==> src/rtl/fpgapu_pkg.sv <==
// rtl/fpgapu_pkg.sv - shared ROM geometry, channel count and ROM word field layouts
package fpgapu_pkg;

    // Pattern/order ROM geometry
    localparam int ROM_ADDR_W     = 8;
    localparam int ROM_DATA_W     = 16;

    // Number of sequencer voices sharing the ROM by default
    localparam int DEFAULT_NUM_CH = 4;

    // Order-word fields
    localparam int ORD_PITCH_LSB  = 0;
    localparam int ORD_PITCH_W    = 6;
    localparam int ORD_LEN_LSB    = 6;
    localparam int ORD_LEN_W      = 5;
    localparam int ORD_INSTR_LSB  = 11;
    localparam int ORD_INSTR_W    = 4;

    // Pattern-word fields
    localparam int PAT_ADDR_LSB   = 0;
    localparam int PAT_ADDR_W     = 8;
    localparam int PAT_LEN_LSB    = 8;
    localparam int PAT_LEN_W      = 8;

    typedef struct packed {
        logic                   spare;
        logic [ORD_INSTR_W-1:0] instrument;
        logic [ORD_LEN_W-1:0]   length;
        logic [ORD_PITCH_W-1:0] pitch;
    } order_word_t;

    typedef struct packed {
        logic [PAT_LEN_W-1:0]  pat_len;
        logic [PAT_ADDR_W-1:0] pat_addr;
    } pattern_word_t;

    function automatic logic [ORD_PITCH_W-1:0] order_pitch(input logic [ROM_DATA_W-1:0] w);
        return w[ORD_PITCH_LSB +: ORD_PITCH_W];
    endfunction

    function automatic logic [PAT_ADDR_W-1:0] pattern_addr(input logic [ROM_DATA_W-1:0] w);
        return w[PAT_ADDR_LSB +: PAT_ADDR_W];
    endfunction

endpackage

==> src/rtl/rr_pick.sv <==
// rtl/rr_pick.sv - combinational round-robin selector starting after the last grant
module rr_pick
    import fpgapu_pkg::*;
#(
    parameter int NUM_CH = DEFAULT_NUM_CH,
    parameter int IDX_W  = $clog2(NUM_CH)
) (
    input  logic [NUM_CH-1:0] req,
    input  logic [IDX_W-1:0]  last_gnt,
    output logic [NUM_CH-1:0] gnt,
    output logic [IDX_W-1:0]  idx,
    output logic              any
);

    logic [IDX_W-1:0] k;

    // Walk from last_gnt+1 around the ring; the first requester found wins
    always_comb begin
        gnt = '0;
        idx = '0;
        any = 1'b0;
        k   = '0;
        for (int i = 1; i <= NUM_CH; i++) begin
            k = IDX_W'((int'(last_gnt) + i) % NUM_CH);
            if (!any && req[k]) begin
                gnt[k] = 1'b1;
                idx    = k;
                any    = 1'b1;
            end
        end
    end

endmodule

==> src/rtl/rom_arbiter.sv <==
// rtl/rom_arbiter.sv - round-robin sharing of one synchronous ROM port between sequencer channels
module rom_arbiter
    import fpgapu_pkg::*;
#(
    parameter int NUM_CH      = DEFAULT_NUM_CH,
    parameter int ADDR_W      = ROM_ADDR_W,
    parameter int DATA_W      = ROM_DATA_W,
    parameter int ROM_LATENCY = 1
) (
    input  logic                     i_clk,
    input  logic                     i_rst_n,
    input  logic                     i_enable,
    input  logic [NUM_CH-1:0]        i_req,
    input  logic [NUM_CH*ADDR_W-1:0] i_addr,
    output logic [NUM_CH-1:0]        o_gnt,
    output logic [NUM_CH-1:0]        o_rvalid,
    output logic [DATA_W-1:0]        o_rdata,
    output logic                     o_busy,
    output logic [ADDR_W-1:0]        o_rom_addr,
    input  logic [DATA_W-1:0]        i_rom_data
);

    localparam int               IDX_W    = $clog2(NUM_CH);
    localparam logic [IDX_W-1:0] LAST_RST = IDX_W'(NUM_CH - 1);

    logic [NUM_CH-1:0] cand;
    logic [NUM_CH-1:0] pick_gnt;
    logic [IDX_W-1:0]  pick_idx;
    logic              pick_any;
    logic [IDX_W-1:0]  last_gnt;
    logic [ADDR_W-1:0] addr_sel;
    logic [ADDR_W-1:0] rom_addr_q;

    // Stage 0 travels alongside o_rom_addr; stages 1..ROM_LATENCY cover the ROM read
    logic [NUM_CH-1:0] tag_q [0:ROM_LATENCY];

    // Grants are suppressed while disabled and while reset is asserted
    assign cand = i_req & {NUM_CH{i_enable}} & {NUM_CH{i_rst_n}};

    rr_pick #(
        .NUM_CH (NUM_CH),
        .IDX_W  (IDX_W)
    ) u_rr_pick (
        .req      (cand),
        .last_gnt (last_gnt),
        .gnt      (pick_gnt),
        .idx      (pick_idx),
        .any      (pick_any)
    );

    assign o_gnt      = pick_gnt;
    assign o_rom_addr = rom_addr_q;
    assign o_rvalid   = tag_q[ROM_LATENCY];
    assign o_rdata    = i_rom_data;

    // One-hot address mux; yields zero when nobody is granted
    always_comb begin
        addr_sel = '0;
        for (int c = 0; c < NUM_CH; c++) begin
            if (pick_gnt[c]) begin
                addr_sel = addr_sel | i_addr[c*ADDR_W +: ADDR_W];
            end
        end
    end

    // Remember the most recent winner so it drops to lowest priority
    always_ff @(posedge i_clk or negedge i_rst_n) begin
        if (!i_rst_n) begin
            last_gnt <= LAST_RST;
        end else if (pick_any) begin
            last_gnt <= pick_idx;
        end
    end

    // Register the winner's address toward the ROM
    always_ff @(posedge i_clk or negedge i_rst_n) begin
        if (!i_rst_n) begin
            rom_addr_q <= '0;
        end else begin
            rom_addr_q <= addr_sel;
        end
    end

    // Carry the winner tag down the read pipeline so data returns to the right channel
    always_ff @(posedge i_clk or negedge i_rst_n) begin
        if (!i_rst_n) begin
            for (int s = 0; s <= ROM_LATENCY; s++) begin
                tag_q[s] <= '0;
            end
        end else begin
            tag_q[0] <= pick_gnt;
            for (int s = 1; s <= ROM_LATENCY; s++) begin
                tag_q[s] <= tag_q[s-1];
            end
        end
    end

    // Busy while any pipeline stage holds a read
    always_comb begin
        o_busy = 1'b0;
        for (int s = 0; s <= ROM_LATENCY; s++) begin
            o_busy = o_busy | (|tag_q[s]);
        end
    end

endmodule

==> config.mk <==
export PLATFORM = sky130hd
export DESIGN_NAME = rom_arbiter
export DESIGN_NICKNAME = d
export VERILOG_FILES = /design/src/rtl/fpgapu_pkg.sv /design/src/rtl/rr_pick.sv /design/src/rtl/rom_arbiter.sv
export SDC_FILE = /design/constraint.sdc
export NUM_CORES = 1
export LEC_CHECK = 0
export CAP_MARGIN = 0
export CORE_MARGIN = 1
export CORE_UTILIZATION = 40
export DETAILED_ROUTE_END_ITERATION = 8
export PLACE_DENSITY = 0.9
export SYNTH_ARGS = -nofsm -noshare
export SYNTH_HDL_FRONTEND = slang
export SYNTH_HIERARCHICAL = 1
export SYNTH_SLANG_ARGS = --single-unit
==> constraint.sdc <==
create_clock -name i_clk -period 3.7 [get_ports i_clk]
set_input_delay 0.74 -clock i_clk [delete_from_list [all_inputs] [get_ports i_clk]]
set_output_delay 0.74 -clock i_clk [all_outputs]
set_load 0.1 [all_outputs]
=== Word-level counts from Yosys, hierarchy flattened ===
Cells that the tools add are included.

* Add/sub/neg operators: 4
* Order comparisons: 8
* Muxes and demuxes: 32
* Bitwise gates (word level): 9
* Reductions and logical operators: 12

{| class="wikitable"
|+ Operators with widths
! kind !! number
|-
| $mux W8 || 4
|-
| $or A8 B8 Y8 || 3
|-
| $mux W4 || 4
|-
| $lt A2 B3 Y1 const B || 4
|-
| $mux W1 || 12
|-
| $or A4 B4 Y4 || 3
|-
| $and A4 B4 Y4 || 2
|-
| $bmux W1 S2 || 4
|-
| $demux W1 S2 || 4
|-
| $ge A2 B1 Y1 const B || 4
|-
| $mux W2 || 4
|-
| $reduce_or A4 Y1 || 2
|-
| $logic_and A1 B1 Y1 || 7
|-
| $add A2 B1 Y2 const B || 2
|-
| $add A2 B2 Y2 const B || 2
|-
| $logic_not A1 Y1 || 3
|-
| $or A1 B1 Y1 || 1
|}

* Register bits after elaboration: 18
* Input bits: 55
* Output and inout port bits: 33
* Logic and storage cells: 69

=== Logic depth before layout (Yosys ltp) ===
Gate-level depths: netlist of run 1.

* Word-level depth: 21
* Gate-level depth with buffers: 11
* Depth with buffers taken out: 8

=== Hierarchy ===
Netlist of run 1, hierarchy kept.

{| class="wikitable"
|+ Modules (own cells, without submodules)
! module !! instances !! cells each !! area an instance (sq um)
|-
| rom_arbiter || 1 || 75 || 868.3
|-
| rr_pick || 1 || 68 || 525.5
|}

=== Worst setup path before layout of run 1 ===
No wires, ideal clock.

* Path type: input-to-output
* Start point: input port i_req[0]
* End point: output port o_gnt[0]
* Arrival: 2.655 ns
* Data required time: 2.960 ns
* Slack: 0.305 ns
* Cell stages on the path: 5
* Cell sequence: and3_1 buf_6 mux4_2 a211oi_4 a221o_1

* Cells in the longest elaborated chain, start to end: 14

{| class="wikitable"
|+ Ends and longest elaborated chain
! element !! line !! source
|-
| from (decl) || rom_arbiter.sv:13 || <nowiki>input logic [NUM_CH-1:0] i_req,</nowiki>
|-
| $and A4 B4 Y4 (*) (2 in a row) || rom_arbiter.sv:38 || <nowiki>assign cand = i_req & {NUM_CH{i_enable}} & {NUM_CH{i_rst_n}};</nowiki>
|-
| $bmux W1 S2 || rr_pick.sv:25 || <nowiki>if (!any && req[k]) begin</nowiki>
|-
| $mux W1 (implied by the code) || rr_pick.sv:25 ||
|-
| $mux W1 || rr_pick.sv:25 ||
|-
| $logic_not A1 Y1 || rr_pick.sv:25 ||
|-
| $logic_and A1 B1 Y1 || rr_pick.sv:25 ||
|-
| $mux W1 || rr_pick.sv:25 ||
|-
| $logic_not A1 Y1 || rr_pick.sv:25 ||
|-
| $logic_and A1 B1 Y1 || rr_pick.sv:25 ||
|-
| $mux W1 || rr_pick.sv:25 ||
|-
| $logic_not A1 Y1 || rr_pick.sv:25 ||
|-
| $logic_and A1 B1 Y1 || rr_pick.sv:25 ||
|-
| $mux W4 (*) || rr_pick.sv:25 ||
|-
| to (decl) || rom_arbiter.sv:15 || <nowiki>output logic [NUM_CH-1:0] o_gnt,</nowiki>
|}

Mark *: on every way between the ends. The rest lies on a longest branch, timed or not. The select of a mux whose other input is x is not followed.

=== Worst setup path in the final report of run 1 ===
* Start point: input port i_rst_n
* End point: output port o_gnt[3]

* Cells in the longest elaborated chain, start to end: 13

{| class="wikitable"
|+ Ends and longest elaborated chain
! element !! line !! source
|-
| from (decl) || rom_arbiter.sv:11 || <nowiki>input logic i_rst_n,</nowiki>
|-
| $and A4 B4 Y4 (*) || rom_arbiter.sv:38 ||
|-
| via cand[3] || rom_arbiter.sv:26 || <nowiki>logic [NUM_CH-1:0] cand;</nowiki>
|-
| $bmux W1 S2 || rr_pick.sv:25 ||
|-
| $mux W1 (implied by the code) || rr_pick.sv:25 ||
|-
| $mux W1 || rr_pick.sv:25 ||
|-
| $logic_not A1 Y1 || rr_pick.sv:25 ||
|-
| $logic_and A1 B1 Y1 || rr_pick.sv:25 ||
|-
| $mux W1 || rr_pick.sv:25 ||
|-
| $logic_not A1 Y1 || rr_pick.sv:25 ||
|-
| $logic_and A1 B1 Y1 || rr_pick.sv:25 ||
|-
| $mux W1 || rr_pick.sv:25 ||
|-
| $logic_not A1 Y1 || rr_pick.sv:25 ||
|-
| $logic_and A1 B1 Y1 || rr_pick.sv:25 ||
|-
| $mux W4 (*) || rr_pick.sv:25 ||
|}

Mark *: on every way through the listed nets, which the timed path passes. The rest lies on a longest branch. The select of a mux whose other input is x is not followed.

==> out/results.ini, run 1 <==
[clocking]
postCtsSetupRepairBufs=0
clkTransAtPathRegs_ns=0.10
clkLatencyLatePin_ns=0.28
cts.sinks=18
cts_tree=built
clock_path_buffers=2
ctsHoldBuffers=0
cts_root_buf=clkbuf_4
cts_max_level=1
cts-buffers-inserted=3
cts.repair.resized=0

[die]
start_util_pct=41.8
coreArea_um2=3340
die_area_um2=3720
rows=21
dieWidth_um=61.0
die_h_um=61.0
io_pins=88

[job]
maxCapViolCount=0

[routing]
ant_nets=0
drc=0
dr.pass1.iters=5
viasPerCell=5.20
drt_iter0_markers=61
vias=1196
routed_wl_mm=3.59
wl_per_cell_um=15.6

[setup_path]
setup.worst_path.end_class=output pin
critical_path.startpoint=i_rst_n
cp_max_fo=7
cpPeakStageDelay_ns=0.55
arrival_ns=2.87
critical-path-top-delay-family=compound AO/OA/AOI/OAI gates
r2r-end=o_rom_addr[2]
critPathBufInv=2
r2r_slack_ns=0.89
cp.depth=8
cp.required_ns=2.96
cp_cell_sequence=clkdlybuf4s50_1 > and3_1 > nand2b_1 > nor2_1 > a31oi_1 > a211oi_4 > a221o_1 > buf_12
crit_slowest_cell=clkdlybuf4s50_1
cp-endpoint=o_gnt[3]
r2r_start=last_gnt[1]
worst_setup_path_start_kind=input port
crit_type=in2out
ff2ff_path_depth=8

[finish]
final_common_cell=clkdlybuf4s50_1
seqCellArea_um2=453
area_delta_synth_final_pct=37.9
insertedDiodeCount=0
final_nets=248
drive_gt1_share_pct=17.9
utilization_pct=57.6
fill_cells=287
final_cell_mix=clkdlybuf4s50_1 (51), nand2_1 (21), dfrtp_1 (16), a22oi_1 (14), buf_4 (10)
multi_input_area_um2=694

[sta]
relSlewSlack_pct=33.7
rsz0062_at_grt=false
slew_viol_final=0
timing.fmax_ghz=0.277
worst_pin_slew_ns=0.991
finalCriticalPeriod_ns=3.61
setup_viol=0
finalClockSkew_ns=0.00490
timing.setup.tns_ns=0
hold_violations=0
post-route-period-util_pct=97.5

[power]
power_density_nw_per_um2=966
irDropWorstVdd_mv=0.632
power.leakage_uw=0.000817

[global_routing]
grtUsageTotal_pct=18.9
grt_pass1_wl_mm=5.16
antenna_found_initial=0
grt_max_degree=18
grt_overflow=0
grt_pass1_vias=1146

[synthesis]
synth_nets=206
syn_area_um2=1390
synth_seq_cells=18
seq_area_frac_synth_pct=32.5
ys_types=37
synth_cells=143
yosysWarnings=6
syn_area_per_cell_um2=9.75

[place]
io_buffers=55
gp_congestion=0.865
dp_hpwl_mm=2.93

[status]
outcome=completed

[min_path]
hp-class=reg2reg

==> layer usage <==
| metal | track usage, % | wire length [um] |
|---|---|---|
| met4 | 7.47 | 91 |
| met3 | 2.10 | 147 |
| met5 | 0 | 0 |
| met2 | 35.6 | 2070 |
| met1 | 21.6 | 1280 |
==> final cells by class <==
type	instances	area share, %
Sequential cell	18	23.6
Timing Repair Buffer	65	34.6
Inverter	4	0.781
Tap cell	46	2.99
Clock buffer	4	1.89
Multi-Input combinational cell	93	36.1
==> state kept, by name (all words and copies together) (netlist names) <==
signal and count:
last_gnt 2, o_rom_addr 8, o_rvalid 4, tag_q 4
==> logic make-up after synthesis <==
group | share of synthesized area [%]
compound gates | 23.4
simple gates | 12.8
buf+inv | 17.8
flops | 32.5
fa+ha+maj | 7.18
mux | 6.28
==> worst min path at each step <==
stage	start	end	slack (ns)	cells past startpoint
6_report	tag_q[6]	o_rvalid[2]	0.39	0
5_1_grt	tag_q[6]	o_rvalid[2]	0.40	0
4_1_cts	tag_q[6]	o_rvalid[2]	0.39	0
3_5_place_dp	tag_q[6]	o_rvalid[2]	0.36	0
3_3_place_gp	tag_q[5]	o_rvalid[1]	0.36	0
2_1_floorplan	tag_q[5]	o_rvalid[1]	0.35	0
==> power breakdown <==
group	total, uW	internal [uW]	switching, uW
combinational	1420	450	972
clock	116	59.7	56.6
sequential	318	279	39.9
==> Yosys cell counts <==
library cell | instances | area, um^2
or3b_1 | 1 | 8.76
a22oi_2 | 2 | 25.0
mux2i_4 | 1 | 22.5
nor3_1 | 1 | 5.00
nor2b_1 | 1 | 6.26
nand2b_1 | 1 | 6.26
a21boi_0 | 2 | 15.0
a221oi_2 | 1 | 15.0
buf_4 | 22 | 165
o21ai_0 | 2 | 10.0
nand3_1 | 1 | 5.00
mux2_2 | 2 | 22.5
dfstp_2 | 2 | 52.6
nand2_1 | 21 | 78.8
nor2_2 | 1 | 6.26
ha_1 | 8 | 100
inv_1 | 3 | 11.3
a221oi_1 | 1 | 8.76
a22oi_1 | 14 | 105
a221o_1 | 4 | 40.0
a211oi_1 | 1 | 7.51
buf_6 | 6 | 67.6
a21oi_1 | 2 | 10.0
inv_2 | 1 | 3.75
nor2_1 | 5 | 18.8
o31a_1 | 1 | 8.76
o21ai_1 | 5 | 25.0
and3_1 | 4 | 25.0
mux4_2 | 1 | 22.5
nor4_1 | 3 | 18.8
a211oi_4 | 1 | 20.0
a21oi_2 | 1 | 8.76
o22ai_2 | 1 | 12.5
dfrtp_1 | 16 | 400
mux2i_1 | 2 | 20.0
a31oi_1 | 1 | 6.26
o22a_1 | 1 | 8.76
==> per-stage QoR <==
step / cell area, um^2 / instances / setup slack (ns) / power (uW) / hold WS, ns
finish: 1920 / 230 / 0.0935 / 1860 / 0.388
global route: 1920 / 230 / 0.00168 / 1960 / 0.402
CTS: 1920 / 230 / 0.104 / 1860 / 0.387
detailed placement: 1880 / 226 / 0.110 / 1750 / 0.363
global placement: 1880 / 226 / 0.192 / 1720 / 0.360
floorplan: 1390 / 143 / 0.305 / 1500 / 0.354
Power figures use the tool's default switching activity.
==> inputs of run 2 (changes only) <==
- CELL_PAD_IN_SITES_DETAIL_PLACEMENT: default -> 0
- CELL_PAD_IN_SITES_GLOBAL_PLACEMENT: default -> 1
- CORE_UTILIZATION: 40 -> 28
- PLACE_DENSITY: 0.9 -> 0.89
==> out/results.ini, run 2 (synthesis results as in run 1) <==
[routing]
vias=1180
ant_nets=0
wl_per_cell_um=13.0
drt_iter0_markers=38
dr.pass1.iters=4
viasPerCell=4.68
routed_wl_mm=3.27
drc=0

[clocking]
cts_max_level=1
ctsHoldBuffers=0
clkTransAtPathRegs_ns=0.06
cts.repair.resized=0
cts_tree=built
cts.sinks=18
postCtsSetupRepairBufs=0
clkLatencyLatePin_ns=0.25
cts-buffers-inserted=3
clock_path_buffers=2
cts_root_buf=clkbuf_8

[global_routing]
grt_pass1_vias=1085
grt_overflow=0
grtUsageTotal_pct=12.5
antenna_found_initial=0
grt_pass1_wl_mm=5.06
grt_max_degree=19

[sta]
slew_viol_final=0
finalClockSkew_ns=0.00164
timing.setup.tns_ns=0
rsz0062_at_grt=false
relSlewSlack_pct=33.6
worst_pin_slew_ns=0.993
timing.fmax_ghz=0.283
hold_violations=0
post-route-period-util_pct=95.5
setup_viol=0
finalCriticalPeriod_ns=3.53

[finish]
insertedDiodeCount=0
multi_input_area_um2=694
final_area_um2=1970
final_common_cell=clkdlybuf4s50_1
final_cell_mix=clkdlybuf4s50_1 (51), nand2_1 (21), dfrtp_1 (16), a22oi_1 (14), buf_4 (11)
seqCellArea_um2=453
area_delta_synth_final_pct=41.7
largest_reg_flops=8
layoutNonFillerInstCount=252
final_nets=249
drive_gt1_share_pct=18.4
fill_cells=490

[die]
die_h_um=72.6
rows=25
die_area_um2=5260
io_pins=88
coreArea_um2=4750
dieWidth_um=72.6
start_util_pct=29.3

[place]
dp_hpwl_mm=2.58
place_inst=248
io_buffers=55
placed_area_um2=1920
gp_congestion=0.840

[min_path]
hp-class=reg2reg

[status]
outcome=completed

[setup_path]
setup.worst_path.end_class=output pin
crit_type=in2out
arrival_ns=2.79
worst_setup_path_start_kind=input port
cp_max_fo=6
cp.required_ns=2.96

[power]
irDropWorstVdd_mv=0.493
power.leakage_uw=0.000830
combPwrFrac_pct=75.1
clockPowerShare_pct=8.2
cellInternalPower_uw=824
pwr-share-seq_pct=16.7
switching_share_pct=56.3
power_density_nw_per_um2=955
p_switching_uw=1060

[job]
maxCapViolCount=0

## run 2: changes by cell type in the layout (fill, tap and decap cells not counted), sizes merged
cell and delta:
buf +1
## run 2: metrics by stage
step / total power [uW] / setup WS [ns] / hold slack (ns) / utilization, %
after global routing: 1980 / 0.00772 / 0.388 / 41.5
final: 1890 / 0.167 / 0.381 / 41.5
after global placement: 1730 / 0.209 / 0.360 / 40.3
after CTS: 1900 / 0.163 / 0.378 / 41.5
after floorplan: 1500 / 0.305 / 0.354 / -
after detailed placement: 1740 / 0.165 / 0.363 / 40.3
## run 2: worst paths after layout
kind                              from       endpoint  slack, ns  cells past startpoint
min in group asynchronous      i_rst_n       tag_q[6]       0.92                      2
hold / removal                tag_q[5]    o_rvalid[1]       0.38                      0
max in group asynchronous      i_rst_n    last_gnt[1]       2.53                      2
setup / recovery               i_rst_n       o_gnt[0]       0.17                      8
setup reg to reg           last_gnt[1]  o_rom_addr[2]       0.90                      8
hold reg to reg               tag_q[5]    o_rvalid[1]       0.38                      0
## run 2: routing by layer
metal / track usage (%) / vias to the layer above / routed length (um)
met4: 6.10 / 0 / 46
met2: 22.2 / 24 / 1720
met3: 1.53 / 8 / 81
met5: 0 / - / 0
met1: 14.8 / 567 / 1420
li1: - / 581 / -
## run 2: layout make-up
type | count | share of cell area, %
clock buffer | 4 | 2.79
inverter | 4 | 0.760
multi-input combinational | 93 | 35.2
sequential | 18 | 22.9
tap | 67 | 4.25
timing repair buffer | 66 | 34.1
## run 2: power by group through the flow
stage	clock network, uW	logic (uW)	registers (uW)
floorplan	0	929	570
global placement	0	1410	318
detailed placement	0	1420	319
CTS	161	1420	315
global route	172	1490	321
finish	155	1420	314
## run 2: critical path, cell delays in order
cell and delay (ns):
clkdlybuf4s50_1 0.52, and3_1 0.26, or3b_1 0.35, o21ai_1 0.09, a21oi_1 0.09, o22ai_2 0.27
a221o_1 0.28, buf_12 0.19
